[config.mk]
export PLATFORM = sky130hd
export DESIGN_NAME = scalar_wb_arbiter
export DESIGN_NICKNAME = d
export VERILOG_FILES = /design/src/rtl/scalar_wb_arbiter.sv
export SDC_FILE = /design/constraint.sdc
export NUM_CORES = 1
export LEC_CHECK = 0
export CAP_MARGIN = 25
export CORE_MARGIN = 5
export CORE_UTILIZATION = 40
export DETAILED_ROUTE_END_ITERATION = 8
export HOLD_SLACK_MARGIN = 0.12
export PLACE_DENSITY = 0.72
export SLEW_MARGIN = 30
export SYNTH_ARGS = -nofsm -noshare
export SYNTH_HDL_FRONTEND = slang
export SYNTH_SLANG_ARGS = --single-unit
[constraint.sdc]
create_clock -name clk -period 3.43 [get_ports clk]
set_input_delay 0.686 -clock clk [delete_from_list [all_inputs] [get_ports clk]]
set_output_delay 0.686 -clock clk [all_outputs]
set_load 0.005 [all_outputs]
[src/rtl/scalar_wb_arbiter.sv]
// Writeback arbiter in front of the scalar register file write port.
// Load results always win; ALU results that lose arbitration wait in a small in-order FIFO.
module scalar_wb_arbiter #(
   parameter int DATA_W     = 16,
   parameter int ADDR_W     = 4,
   parameter int FIFO_DEPTH = 2
) (
   input  logic                                 clk,
   input  logic                                 rst,
   input  logic                                 alu_valid,
   output logic                                 alu_ready,
   input  logic [ADDR_W-1:0]                    alu_dst,
   input  logic [DATA_W-1:0]                    alu_data,
   input  logic                                 mem_valid,
   input  logic [ADDR_W-1:0]                    mem_dst,
   input  logic [DATA_W-1:0]                    mem_data,
   output logic                                 wr_en,
   output logic [ADDR_W-1:0]                    wr_dst,
   output logic [DATA_W-1:0]                    wr_data,
   output logic [(2**ADDR_W)-1:0]               busy_mask,
   output logic [$clog2(FIFO_DEPTH+1)-1:0]      fifo_count,
   output logic [7:0]                           stall_cnt
);

   localparam int CNT_W = $clog2(FIFO_DEPTH + 1);
   localparam int PTR_W = (FIFO_DEPTH > 1) ? $clog2(FIFO_DEPTH) : 1;

   typedef enum logic [1:0] {
      SRC_NONE,
      SRC_MEM,
      SRC_FIFO,
      SRC_ALU
   } src_t;

   logic [DATA_W-1:0]     q_data [FIFO_DEPTH];
   logic [ADDR_W-1:0]     q_dst  [FIFO_DEPTH];
   logic [FIFO_DEPTH-1:0] q_vld;
   logic [PTR_W-1:0]      head;
   logic [PTR_W-1:0]      tail;
   logic [CNT_W-1:0]      count;

   src_t src;
   logic accept;
   logic push;
   logic pop;

   function automatic logic [PTR_W-1:0] next_ptr(input logic [PTR_W-1:0] p);
      if (p == PTR_W'(FIFO_DEPTH - 1))
         return '0;
      else
         return p + PTR_W'(1);
   endfunction

   // Refusal only happens when the queue is full and a load steals the write port.
   assign alu_ready  = !rst && ((count < CNT_W'(FIFO_DEPTH)) || !mem_valid);
   assign accept     = alu_valid && alu_ready;
   assign fifo_count = count;

   always_comb begin
      src  = SRC_NONE;
      push = 1'b0;
      pop  = 1'b0;
      if (mem_valid) begin
         src  = SRC_MEM;
         push = accept;
      end else if (count != '0) begin
         src  = SRC_FIFO;
         pop  = 1'b1;
         push = accept;
      end else if (alu_valid) begin
         src  = SRC_ALU;
      end
   end

   always_ff @(posedge clk) begin
      if (rst) begin
         head  <= '0;
         tail  <= '0;
         count <= '0;
         q_vld <= '0;
      end else begin
         if (pop) begin
            head        <= next_ptr(head);
            q_vld[head] <= 1'b0;
         end
         // Issued after the pop clear so a full-queue push into the slot being drained wins.
         if (push) begin
            tail        <= next_ptr(tail);
            q_vld[tail] <= 1'b1;
         end
         case ({push, pop})
            2'b10:   count <= count + CNT_W'(1);
            2'b01:   count <= count - CNT_W'(1);
            default: count <= count;
         endcase
      end
   end

   always_ff @(posedge clk) begin
      if (!rst && push) begin
         q_dst[tail]  <= alu_dst;
         q_data[tail] <= alu_data;
      end
   end

   always_ff @(posedge clk) begin
      if (rst) begin
         wr_en   <= 1'b0;
         wr_dst  <= '0;
         wr_data <= '0;
      end else begin
         case (src)
            SRC_MEM: begin
               wr_en   <= 1'b1;
               wr_dst  <= mem_dst;
               wr_data <= mem_data;
            end
            SRC_FIFO: begin
               wr_en   <= 1'b1;
               wr_dst  <= q_dst[head];
               wr_data <= q_data[head];
            end
            SRC_ALU: begin
               wr_en   <= 1'b1;
               wr_dst  <= alu_dst;
               wr_data <= alu_data;
            end
            default: wr_en <= 1'b0;
         endcase
      end
   end

   always_ff @(posedge clk) begin
      if (rst)
         stall_cnt <= '0;
      else if (alu_valid && !alu_ready && (stall_cnt != 8'hFF))
         stall_cnt <= stall_cnt + 8'd1;
   end

   always_comb begin
      busy_mask = '0;
      for (int unsigned i = 0; i < FIFO_DEPTH; i++) begin
         if (q_vld[i])
            busy_mask[q_dst[i]] = 1'b1;
      end
      if (wr_en)
         busy_mask[wr_dst] = 1'b1;
   end

endmodule

=== Word-level counts from Yosys, hierarchy flattened ===
Memory sizes are Yosys's and may differ from the RTL's. A register that Yosys moved wholly into a read port is not among the register bits.
Cells that the tools add are included.

* Bits in registers: 35
* Memory bits (writable): 40
* Input bits: 44
* Output and inout bits: 48
* Logic and storage cells: 90
* Memories: 2

{| class="wikitable"
|+ Memories
! memory !! words !! width !! read ports !! clocked after Yosys merged registers in !! write ports !! line !! source
|-
| q_data || 2 || 16 || 1 || 1 || 1 || 35 || <nowiki>logic [DATA_W-1:0] q_data [FIFO_DEPTH];</nowiki>
|-
| q_dst || 2 || 4 || 3 || 1 || 1 || 36 || <nowiki>logic [ADDR_W-1:0] q_dst [FIFO_DEPTH];</nowiki>
|}

* $add $sub $neg: 5
* Order comparisons: 11
* Equality and inequality tests: 6
* Mux-type cells: 35
* Bitwise operators: 5
* Reductions and logical operators: 18

{| class="wikitable"
|+ Operators by type and width
! operator !! count
|-
| $mux 16 || 3
|-
| $pmux 16 s3 || 1
|-
| $or 16x16->16 || 2
|-
| $mux 1 || 18
|-
| $lt 4x5->1 const B || 3
|-
| $demux 1 s4 || 3
|-
| $ge 4x1->1 const B || 3
|-
| $mux 2 || 6
|-
| $pmux 4 s3 || 1
|-
| $logic_and 1x1->1 || 10
|-
| $add 8x1->8 const B || 1
|-
| $ne 8x8->1 const B || 1
|-
| $eq 2x2->1 const B || 3
|-
| $eq 2x1->1 const B || 2
|-
| $lt 1x2->1 const B || 2
|-
| $pmux 2 s2 || 1
|-
| $reduce_bool 2->1 || 2
|-
| $logic_not 1->1 || 3
|-
| $reduce_bool 3->1 || 1
|-
| $reduce_or 3->1 || 1
|-
| $add 1x1->1 const B || 2
|-
| $add 2x1->2 const B || 1
|-
| $and 2x2->2 || 1
|-
| $demux 1 s1 || 2
|-
| 6 further kinds || 7
|}

=== Logic depth before layout (Yosys ltp) ===
Gate-level depths: netlist (run 1).

* Word-level depth: 10
* Gate-level depth with buffers: 7
* Depth with buffers taken out: 6

=== Worst setup path after synthesis (run 1) ===
Ideal clock, no wire load.

* Path kind: input -> register
* Start: in rst
* End: mem q_data[0][0] (enable)
* Library setup time: 397 ps
* Arrival: 2416 ps
* Required time: 3033 ps
* Setup slack: 617 ps
* Stages: 4
* Buffers on the path: 1
* Cells stage by stage: buf_2 -> a21oi_1 -> o211ai_1 -> nor2_1

* Word-level cells in the longest chain between the ends: 8

{| class="wikitable"
|+ RTL lines
! what !! line !! source
|-
| from (decl) || 9 || <nowiki>input logic rst,</nowiki>
|-
| $logic_not 1->1 (*) || 55 || <nowiki>assign alu_ready = !rst && ((count < CNT_W'(FIFO_DEPTH)) || !mem_valid);</nowiki>
|-
| $logic_and 1x1->1 (*) || 55 ||
|-
| net alu_ready || 11 || <nowiki>output logic alu_ready,</nowiki>
|-
| $logic_and 1x1->1 (*) || 56 || <nowiki>assign accept = alu_valid && alu_ready;</nowiki>
|-
| $mux 1 || 66 || <nowiki>end else if (count != '0) begin</nowiki>
|-
| $mux 1 (*) || 63 || <nowiki>if (mem_valid) begin</nowiki>
|-
| $logic_and 1x1->1 (*) || 100 || <nowiki>if (!rst && push) begin</nowiki>
|-
| $mux 1 (*) || 100 ||
|-
| $mux 1 (not written as such) (*) || 102 || <nowiki>q_data[tail] <= alu_data;</nowiki>
|-
| to (decl) || 35 ||
|}

The timed path passes the listed nets; every way through them passes the cells marked *.

=== Final worst setup path (run 1) ===
* Start: in mem_valid
* End: out alu_ready

* Word-level cells in the longest chain between the ends: 3

{| class="wikitable"
|+ RTL lines
! what !! line !! source
|-
| from (decl) || 14 || <nowiki>input logic mem_valid,</nowiki>
|-
| $logic_not 1->1 || 55 ||
|-
| $logic_or 1x1->1 || 55 ||
|-
| $logic_and 1x1->1 || 55 ||
|-
| to (decl) || 11 ||
|}

Every way passes these cells.

==> results.py, run 1 <==
metrics = {
    "worst_setup_path": {
        "critPathMaxStageDelay_ns": 0.60,
        "crit_required_ns": 2.74,
        "slowest_stage": "clkdlybuf4s50_1",
        "cp_common_cell": "clkdlybuf4s50_1",
        "worst-endpoint-arrival_ns": 2.26,
        "start_kind": "input port",
        "path_cells": "clkdlybuf4s50_1 > a21oi_1 > clkdlybuf4s50_1",
        "crit_type": "input port to primary output",
        "worstPathMaxFanout": 7,
        "end_kind": "primary output",
        "reg2regPathDepth": 5,
    },
    "finish": {
        "area_growth_pct": 35.7,
        "diodes": 0,
        "layout.nets": 457,
        "drive_gt1_share_pct": 8.89,
    },
    "power": {
        "powerDensity_nw_per_um2": 519,
        "total_power_mw": 2.40,
        "p_leak_nw": 1.64,
        "irDropWorstVdd_uv": 245,
    },
    "placement": {
        "dpl.hpwl_mm": 6.65,
        "port_buffers": 91,
        "place.gp.congestion": 0.848,
    },
    "drt": {
        "vias": 2947,
        "wl_met2_mm": 4.72,
        "wl_per_cell_um": 17.6,
        "drt_wl_total_mm": 9.18,
        "met1_length_mm": 3.79,
        "routed_via_density": 5.66,
        "wl_met3_um": 569,
        "drtAntennaViolNets": 0,
        "highest_layer": "met4",
        "drt-initial-drc-count": 172,
        "dr.pass1.iters": 5,
        "post-route-drc-count": 0,
    },
    "synth": {
        "yosys.area_share.simple_pct": 13.1,
        "synth_top_family_by_area": "compound AO/OA/AOI/OAI gates",
        "ys_seq_elements": 76,
        "muxShareOfSynthArea_pct": 6.77,
        "syn_nets": 360,
        "syn_area_per_cell_sq_um": 10.8,
        "synth_fa_ha_area_share_pct": 0.736,
        "synth_xor_area_share_pct": 1.54,
        "netlist_instances": 314,
        "synth_compound_area_share_pct": 18.9,
        "synthesis.area_sq_um": 3400,
        "yosysSeqAreaShare_pct": 56.5,
        "yosysTopAreaCellShare_pct": 35.3,
        "synth.distinct_cells": 39,
        "synthTopCellsByArea": "edfxtp_1 35%, dfxtp_1 21%, mux2i_1 4.1%",
        "ys_warn_count": 0,
        "yosys.area.top_type": "edfxtp_1",
    },
    "clock_tree": {
        "cts_tree": "built",
        "hold_buffers": 0,
        "path_clk_slew_ns": 0.07,
        "clk_latency_ns": 0.35,
        "cts-root-buf": "clkbuf_8",
        "numCtsBuffers": 9,
        "postCtsSetupRepairBufs": 0,
        "cts_buffer_depth": 2,
        "htreeDepth": 3,
        "clock-sinks": 76,
        "cts-resized-gates": 0,
    },
    "sta": {
        "rsz0062_at_grt": "false",
        "period_minus_slack_ns": 2.95,
        "fin_worst_skew_ns": 0.0109,
        "max_freq_mhz": 339,
        "setup_viol": 0,
        "finalSetupTns_ns": 0,
        "tightest_slew_ns": 0.922,
        "final_hold_viol_count": 0,
        "drv_slew": 0,
        "maxSlewHeadroom_pct": 38.5,
        "min_period_over_period_pct": 86.0,
    },
    "die": {
        "rows": 33,
        "coreArea_sq_um": 8260,
        "die_area_sq_um": 10400,
        "die_w_um": 102,
        "io_pins": 92,
        "start_util_pct": 41.2,
        "die-height_um": 102,
    },
    "hold_path": {
        "hold_depth": 1,
        "hold_path.class": "flop to flop",
    },
    "global_routing": {
        "grt_start_max_net_pins": 21,
        "grt_antenna_before_repair": 0,
        "grtUsageTotal_pct": 17.8,
        "grt_pass1_vias": 2947,
        "grt_remaining_overflow": 0,
        "grt_pass1_wl_mm": 14.5,
    },
    "run_status": {
        "status": "finished clean",
    },
    "run": {
        "maxCapViolCount": 0,
    },
}
worst paths after layout:
check           startpoint            end  slack, ns
max reg2reg  fifo_count[1]  fifo_count[1]       1.29
min reg2reg     wr_data[4]     wr_data[4]       0.49
max              mem_valid      alu_ready       0.48
min             wr_data[4]     wr_data[4]       0.49
cells in the mapped netlist:
library cell	count
edfxtp_1	40
nand2_1	37
dfxtp_1	36
nor2_1	23
o22ai_1	21
a21oi_1	17
a22oi_1	17
mux2i_1	14
a22o_1	12
nand3_1	12
o21ai_0	11
mux2_2	8
clkbuf_1	7
nor2b_1	6
a32oi_1	5
and3_1	5
inv_1	4
xnor2_1	4
a31oi_1	3
buf_2	3
nor3_1	3
nor3b_1	3
a311oi_1	2
and3b_1	2
buf_6	2
ha_1	2
or3_1	2
xor2_1	2
a211o_1	1
a211oi_1	1
a41o_2	1
and4_1	1
buf_1	1
o211ai_1	1
o21ai_1	1
o21ba_2	1
o32ai_1	1
or2_2	1
or4b_1	1
flip-flops by register name (all words and copies together), names as in the netlist, named ones only:
register and cells:
stall_cnt 8, q_dst 8, q_vld 2, fifo_count 2, head 1, q_data 32, wr_dst 4, tail 1
wr_data 16, wr_en 1
final cells by class:
class / instances / area [sq um]
clock buffers: 9 / 124
clock inverters: 7 / 52.6
fillers: 715 / 3640
inverters: 4 / 15.0
multi-input cells: 221 / 1400
flip-flops and latches: 76 / 1920
well taps: 105 / 131
repair buffers: 99 / 971
per-layer routing:
metal / track usage, % / vias to the layer above
li1: - / 1398
met1: 21.4 / 1439
met2: 31.6 / 98
met3: 4.85 / 12
met4: 4.44 / 0
met5: 0 / -
placed cells by master, fill, tap and decap left out, types with 11 or more instances in the layout:
| cell | synthesis | final |
|---|---|---|
| edfxtp_1 | 40 | 40 |
| nand3_1 | 12 | 12 |
| a22o_1 | 12 | 12 |
| o22ai_1 | 21 | 21 |
| nor2_1 | 23 | 21 |
| a22oi_1 | 17 | 17 |
| mux2i_1 | 14 | 14 |
| a21oi_1 | 17 | 17 |
| dfxtp_1 | 36 | 36 |
| nand2_1 | 37 | 37 |
| clkdlybuf4s50_1 | 0 | 91 |
| o21ai_0 | 11 | 11 |
logic make-up (layout without fill, tap and decap cells):
kind of cell    after synthesis  count (layout)
compound gates               95              95
xor+xnor                      6               6
buf+inv                      17             119
fa+ha+maj                     2               2
simple gates                 96              96
flops                        76              76
mux                          22              22
metrics by stage:
stage                     std cells  hold slack, ns  worst slack (ns)  util, %  instance area, sq um
final                           521           0.489             0.480     55.9                  4620
after global routing            521           0.507             0.389     55.9                  4620
after floorplan                 314           0.424             0.617        -                  3400
after detailed placement        505           0.474             0.418     53.8                  4440
after CTS                       521           0.494             0.482     55.9                  4620
after global placement          505           0.461             0.492     53.8                  4440
critical path, delay by kind of cell:
| family | cells | cell delay [ns] |
|---|---|---|
| buf+inv | 2 | 1.12 |
| compound gates | 1 | 0.46 |
report_power, final:
group,switching [mW],internal [mW]
combinational,0.296,0.343
clock,0.343,0.264
sequential,0.0943,1.06
total,0.733,1.66
No activity file was read; power rests on OpenSTA's default activity.
==> run 2, diff against run 1 <==
--- a/config.mk
+++ b/config.mk
@@ -15,3 +15,4 @@
 export SYNTH_ARGS = -nofsm -noshare
 export SYNTH_HDL_FRONTEND = slang
 export SYNTH_SLANG_ARGS = --single-unit
+export TNS_END_PERCENT = 1
==> results of run 2 <==
Final layout, timing and power as in run 1 (identical DEF).
==> run 3, diff against run 2 <==
==> constraint.sdc (replaced) <==
create_clock -name clk -period 3.43 [get_ports clk]
set_input_delay 0.8575 -clock clk [delete_from_list [all_inputs] [get_ports clk]]
set_output_delay 0.8575 -clock clk [all_outputs]
set_load 0.005 [all_outputs]
==> run 3 against run 2 <==
Against the previous run:
- sequential cell count unchanged
- worst setup slack got worse by 0.060 ns
- fmax decreased by 2.0%
- global-route usage increased by 0.20 points
- count of clock-buffer cells in the layout increased by 1
- utilization increased by 0.23 points
- register-to-register slack got worse by 0.25 ns
- largest power group unchanged
- critical path type unchanged
==> results.py, run 3 (synthesized netlist as in run 1, its figures left out) <==
metrics = {
    "die": {
        "start_util_pct": 41.2,
        "coreArea_sq_um": 8260,
        "die_area_sq_um": 10400,
        "io_pins": 92,
        "die-height_um": 102,
        "die_w_um": 102,
        "rows": 33,
    },
    "finish": {
        "top_regs": "q_data: 32 flops, wr_data: 16 flops",
        "largest_register_ffs": 32,
        "diodes": 0,
        "layout_commonest_cell": "clkdlybuf4s50_1",
        "area_growth_pct": 36.3,
        "layout.nets": 457,
        "fillCellCount": 728,
        "drive_gt1_share_pct": 8.89,
        "layout_common_cells": "91 x clkdlybuf4s50_1, 40 x edfxtp_1, 37 x nand2_1, 36 x dfxtp_1",
        "regMostFlops": "q_data",
    },
    "sta": {
        "maxSlewHeadroom_pct": 40.1,
        "worst_slack_ns": 0.420,
        "min_period_over_period_pct": 87.8,
        "max_freq_mhz": 332,
        "finalSetupTns_ns": 0,
        "tightest_slew_ns": 0.898,
        "period_minus_slack_ns": 3.01,
        "drv_slew": 0,
        "final_hold_viol_count": 0,
        "rsz0062_at_grt": "false",
        "setup_viol": 0,
        "fin_worst_skew_ns": 0.0142,
    },
    "drt": {
        "vias": 2874,
        "wl_per_cell_um": 17.2,
        "post-route-drc-count": 0,
        "routed_via_density": 5.52,
        "drt_wl_total_mm": 8.94,
        "drtAntennaViolNets": 0,
        "dr.pass1.iters": 5,
        "drt-initial-drc-count": 164,
    },
    "global_routing": {
        "grt_antenna_before_repair": 0,
        "grt_pass1_wl_mm": 14.7,
        "grt_remaining_overflow": 0,
        "grtUsageTotal_pct": 18.0,
        "grt_pass1_vias": 2952,
        "grt_start_max_net_pins": 21,
    },
    "clock_tree": {
        "postCtsSetupRepairBufs": 0,
        "hold_buffers": 0,
        "cts_tree": "built",
        "cts-root-buf": "clkbuf_8",
        "numCtsBuffers": 9,
        "htreeDepth": 3,
        "cts_buffer_depth": 2,
        "clock-sinks": 76,
        "cts-resized-gates": 0,
        "path_clk_slew_ns": 0.07,
        "clk_latency_ns": 0.35,
    },
    "worst_setup_path": {
        "path_cells": "clkdlybuf4s50_1 > a21oi_1 > clkdlybuf4s50_1",
        "slowest_stage": "clkdlybuf4s50_1",
        "worst-endpoint-arrival_ns": 2.15,
        "end_kind": "primary output",
        "cp_common_cell": "clkdlybuf4s50_1",
        "crit_type": "input port to primary output",
        "critPathMaxStageDelay_ns": 0.53,
        "critPathTopFamily": "buffers and inverters",
        "worstPathMaxFanout": 7,
        "start_kind": "input port",
        "crit_required_ns": 2.57,
        "crit_buf_inv": 2,
    },
    "power": {
        "powerDensity_nw_per_um2": 519,
        "irDropWorstVdd_uv": 268,
        "p_leak_nw": 1.65,
    },
    "hold_path": {
        "hold_path.class": "flop to flop",
    },
    "placement": {
        "place.gp.congestion": 0.875,
        "port_buffers": 91,
        "dpl_worst_slack_ns": 0.404,
        "dpl.hpwl_mm": 6.46,
    },
    "run_status": {
        "status": "finished clean",
    },
    "run": {
        "maxCapViolCount": 0,
    },
}
==> run 3: cell count changes in the layout (fill, tap and decap cells not counted) <==
cell / previous run / this run
buf_12: 0 / 1
buf_4: 8 / 7
clkbuf_8: 9 / 10
clkinv_4: 1 / 0
clkinvlp_4: 4 / 3
inv_6: 1 / 2
==> run 3: path summary, 6_finish.rpt <==
kind / from / endpoint / slack (ns) / cells past startpoint
min: wr_data[4] / wr_data[4] / 0.49 / 1
max: mem_valid / alu_ready / 0.42 / 3
max reg2reg: fifo_count[1] / wr_data[5] / 1.04 / 4
min reg2reg: wr_data[4] / wr_data[4] / 0.49 / 1
==> run 3: cell type report <==
| class | instances | area (sq um) | area share [%] |
|---|---|---|---|
| tap | 105 | 131 | 2.83 |
| multi-input combinational | 221 | 1400 | 30.2 |
| clock buffer | 10 | 138 | 2.97 |
| sequential | 76 | 1920 | 41.4 |
| timing repair buffer | 99 | 983 | 21.2 |
| clock inverter | 6 | 45.0 | 0.971 |
| inverter | 4 | 15.0 | 0.324 |
==> run 3: power by group <==
| part | internal, mW | switching (mW) |
|---|---|---|
| combinational | 0.341 | 0.296 |
| sequential | 1.06 | 0.0949 |
| clock | 0.286 | 0.330 |
==> run 3: metrics by stage <==
stage	hold slack, ns	utilization, %	total power [mW]	cell area [sq um]	std cells
6_report	0.487	56.2	2.40	4640	521
4_1_cts	0.490	56.2	2.43	4640	521
3_5_place_dp	0.469	53.9	1.81	4450	505
3_3_place_gp	0.462	53.9	1.79	4450	505
2_1_floorplan	0.424	-	1.49	3400	314
5_1_grt	0.509	56.2	2.54	4640	521
==> run 3: routing by layer <==
metal,vias to the layer above,track usage (%),share of wire [%]
li1,1393,-,-
met2,89,29.9,51
met4,0,6.96,1.3
met1,1383,23.4,43
met5,-,0,0
met3,9,3.21,5.2
==> patch (config.mk and constraints of run 1) <==
The parameter `DATA_W` goes from 16 to 24.
--- a/src/rtl/scalar_wb_arbiter.sv
+++ b/src/rtl/scalar_wb_arbiter.sv
@@ -1,7 +1,7 @@
 // Writeback arbiter in front of the scalar register file write port.
 // Load results always win; ALU results that lose arbitration wait in a small in-order FIFO.
 module scalar_wb_arbiter #(
-   parameter int DATA_W     = 16,
+   parameter int DATA_W     = 24,
    parameter int ADDR_W     = 4,
    parameter int FIFO_DEPTH = 2
 ) (
Interface: changed (resized alu_data, mem_data and wr_data); port bits go from 92 to 116. No check against the original RTL was run, so the function may have changed too.
==> patch against run 1 <==
Critical path depth up 1. Cell area up 37%. Clock power up 59%. Critical path type is now reg2out. Worst setup slack better by 110 ps. Synthesized cell count up 40%. Register-to-register slack worse by 70 ps. Sequential share of layout area down 0.98 points. Total power up 14%. Wire length up 38%. Highest routed layer unchanged. Die area up 36%. Area after synthesis up 40%. Sequential power up 19%. Sequential cell count up 24. Via count up 36%.
==> patch: results (changes against run 1) <==
syn_nets: 501  # +39%
antenna_found_initial: 1  # +1
grt_max_degree: 47  # +120%
clockRootBuffer: "clkbuf_16"
ys_seq_area_share_pct: 53.8  # -2.7 points
placed_cells: 679  # +34%
synthDistinctLibCells: 46  # +18%
cts-htree-levels: 3  # unchanged
nFillCells: 979  # +37%
ctsResizeCount: 0  # unchanged
top_regs: "q_data x48, wr_data x24"
synth_top_family_by_area: "simple AND/OR/NAND/NOR gates"
cts_buffers: 9  # unchanged
synth-xor-area-share_pct: 0.184  # -1.4 points
ir_worst_vdd_uv: 212  # -13%
syn_area_mm2: 0.00476  # +40%
viasPerCell: 5.78  # +2.1%
synth_area_leaders: "edfxtp_1 (35%), dfxtp_1 (18%), mux2i_1 (6.3%)"
status: "finished, final reports clean"
largest_reg_flops: 48  # +50%
overflow: 0  # unchanged
vias: 4020  # +36%
first_global_vias: 4079  # +38%
synth-adder-area-share_pct: 0.263  # -0.47 points
ctsLongestPathBuffers: 2  # unchanged
drt_first_pass_iters: 5  # unchanged
routabilityCongestion: 0.886  # +4.5%
clk-insertion-delay-late_ps: 340
netlist_top_cells_count: "edfxtp_1 (56), dfxtp_1 (44), nand2_1 (43)"
grt_usage_pct: 17.8  # about the same
synthMuxAreaShare_pct: 6.78  # +0.012 points
avgSynthCellArea_um2: 10.8  # -0.11%
synthArstFlopShare_pct: 0  # unchanged
hold_path.class: "reg2reg"
avgRoutedWirePerCell_um: 18.2  # +3.5%
grt_pass1_wl_um: 20700  # +42%
hpwl_um: 8860  # +33%
leakagePower_nw: 2.19  # +33%
dp_slack_ps: 843  # +425 ps
place_area_mm2: 0.00602  # +35%
portBuffers: 115  # +26%
final.setup_skew_ps: 7.72  # -3.18 ps
post_cts_buffers: 0  # unchanged
initialDrtViolationCount: 293  # +70%
ys_warn_count: 0  # unchanged
fin_nets: 608  # +33%
drive_gt1_share_pct: 9.96  # +1.1 points
synth-edff-count: 56  # +40%
worstMarginPinSlew_ps: 961  # +39.4 ps
path_max_fanout: 5  # -2
cts.clk_slew.worst_paths_ps: 70  # about the same
synth_compound_area_share_pct: 15.2  # -3.7 points
[patch: cell types whose count changed after synthesis, moves of 16 or more]
cell and delta:
a21oi_1 +17, edfxtp_1 +16, mux2i_1 +16, nor3_1 +21
nor4b_1 +23, o22ai_1 -21
[patch: area by class of cell]
cell class / count / area, µm² / area share, %
diodes: 1 / 2.50 / 0.0397
clock inverters: 4 / 32.5 / 0.516
multi-input cells: 307 / 2040 / 32.3
flip-flops and latches: 100 / 2560 / 40.6
repair buffers: 127 / 1230 / 19.5
inverters: 2 / 7.51 / 0.119
well taps: 143 / 179 / 2.84
clock buffers: 12 / 256 / 4.07
[patch: per-layer routing]
metal  global-route usage, %  wire, µm  share of wire (%)  vias up
met2                    30.1      6350                 50      164
met4                    5.50       193                1.5        0
met5                       0         0                  0        -
met1                    22.6      5340                 42     1957
met3                    4.36       821                6.5       15
li1                        -         -                  -     1884
[patch: where the power goes]
part / internal (mW) / switching [mW]
combinational: 0.214 / 0.183
clock: 0.538 / 0.431
sequential: 1.32 / 0.0497
total: 2.07 / 0.664
[patch: worst max-delay path, cell delays in order (launching register included)]
cell and delay, ps:
edfxtp_1 450, nor3b_1 550, a22oi_1 220, nand2_1 110, clkdlybuf4s50_1 500
[patch: final timing paths]
check / start / endpoint / slack, ps / depth (start not counted)
worst max-delay path: q_dst[0][3] / busy_mask[2] / 590 / 4
worst min-delay path: wr_data[15] / wr_data[15] / 490 / 2
worst max register to register: fifo_count[0] / q_dst[1][2] / 1220 / 4
worst min register to register: wr_data[15] / wr_data[15] / 490 / 2
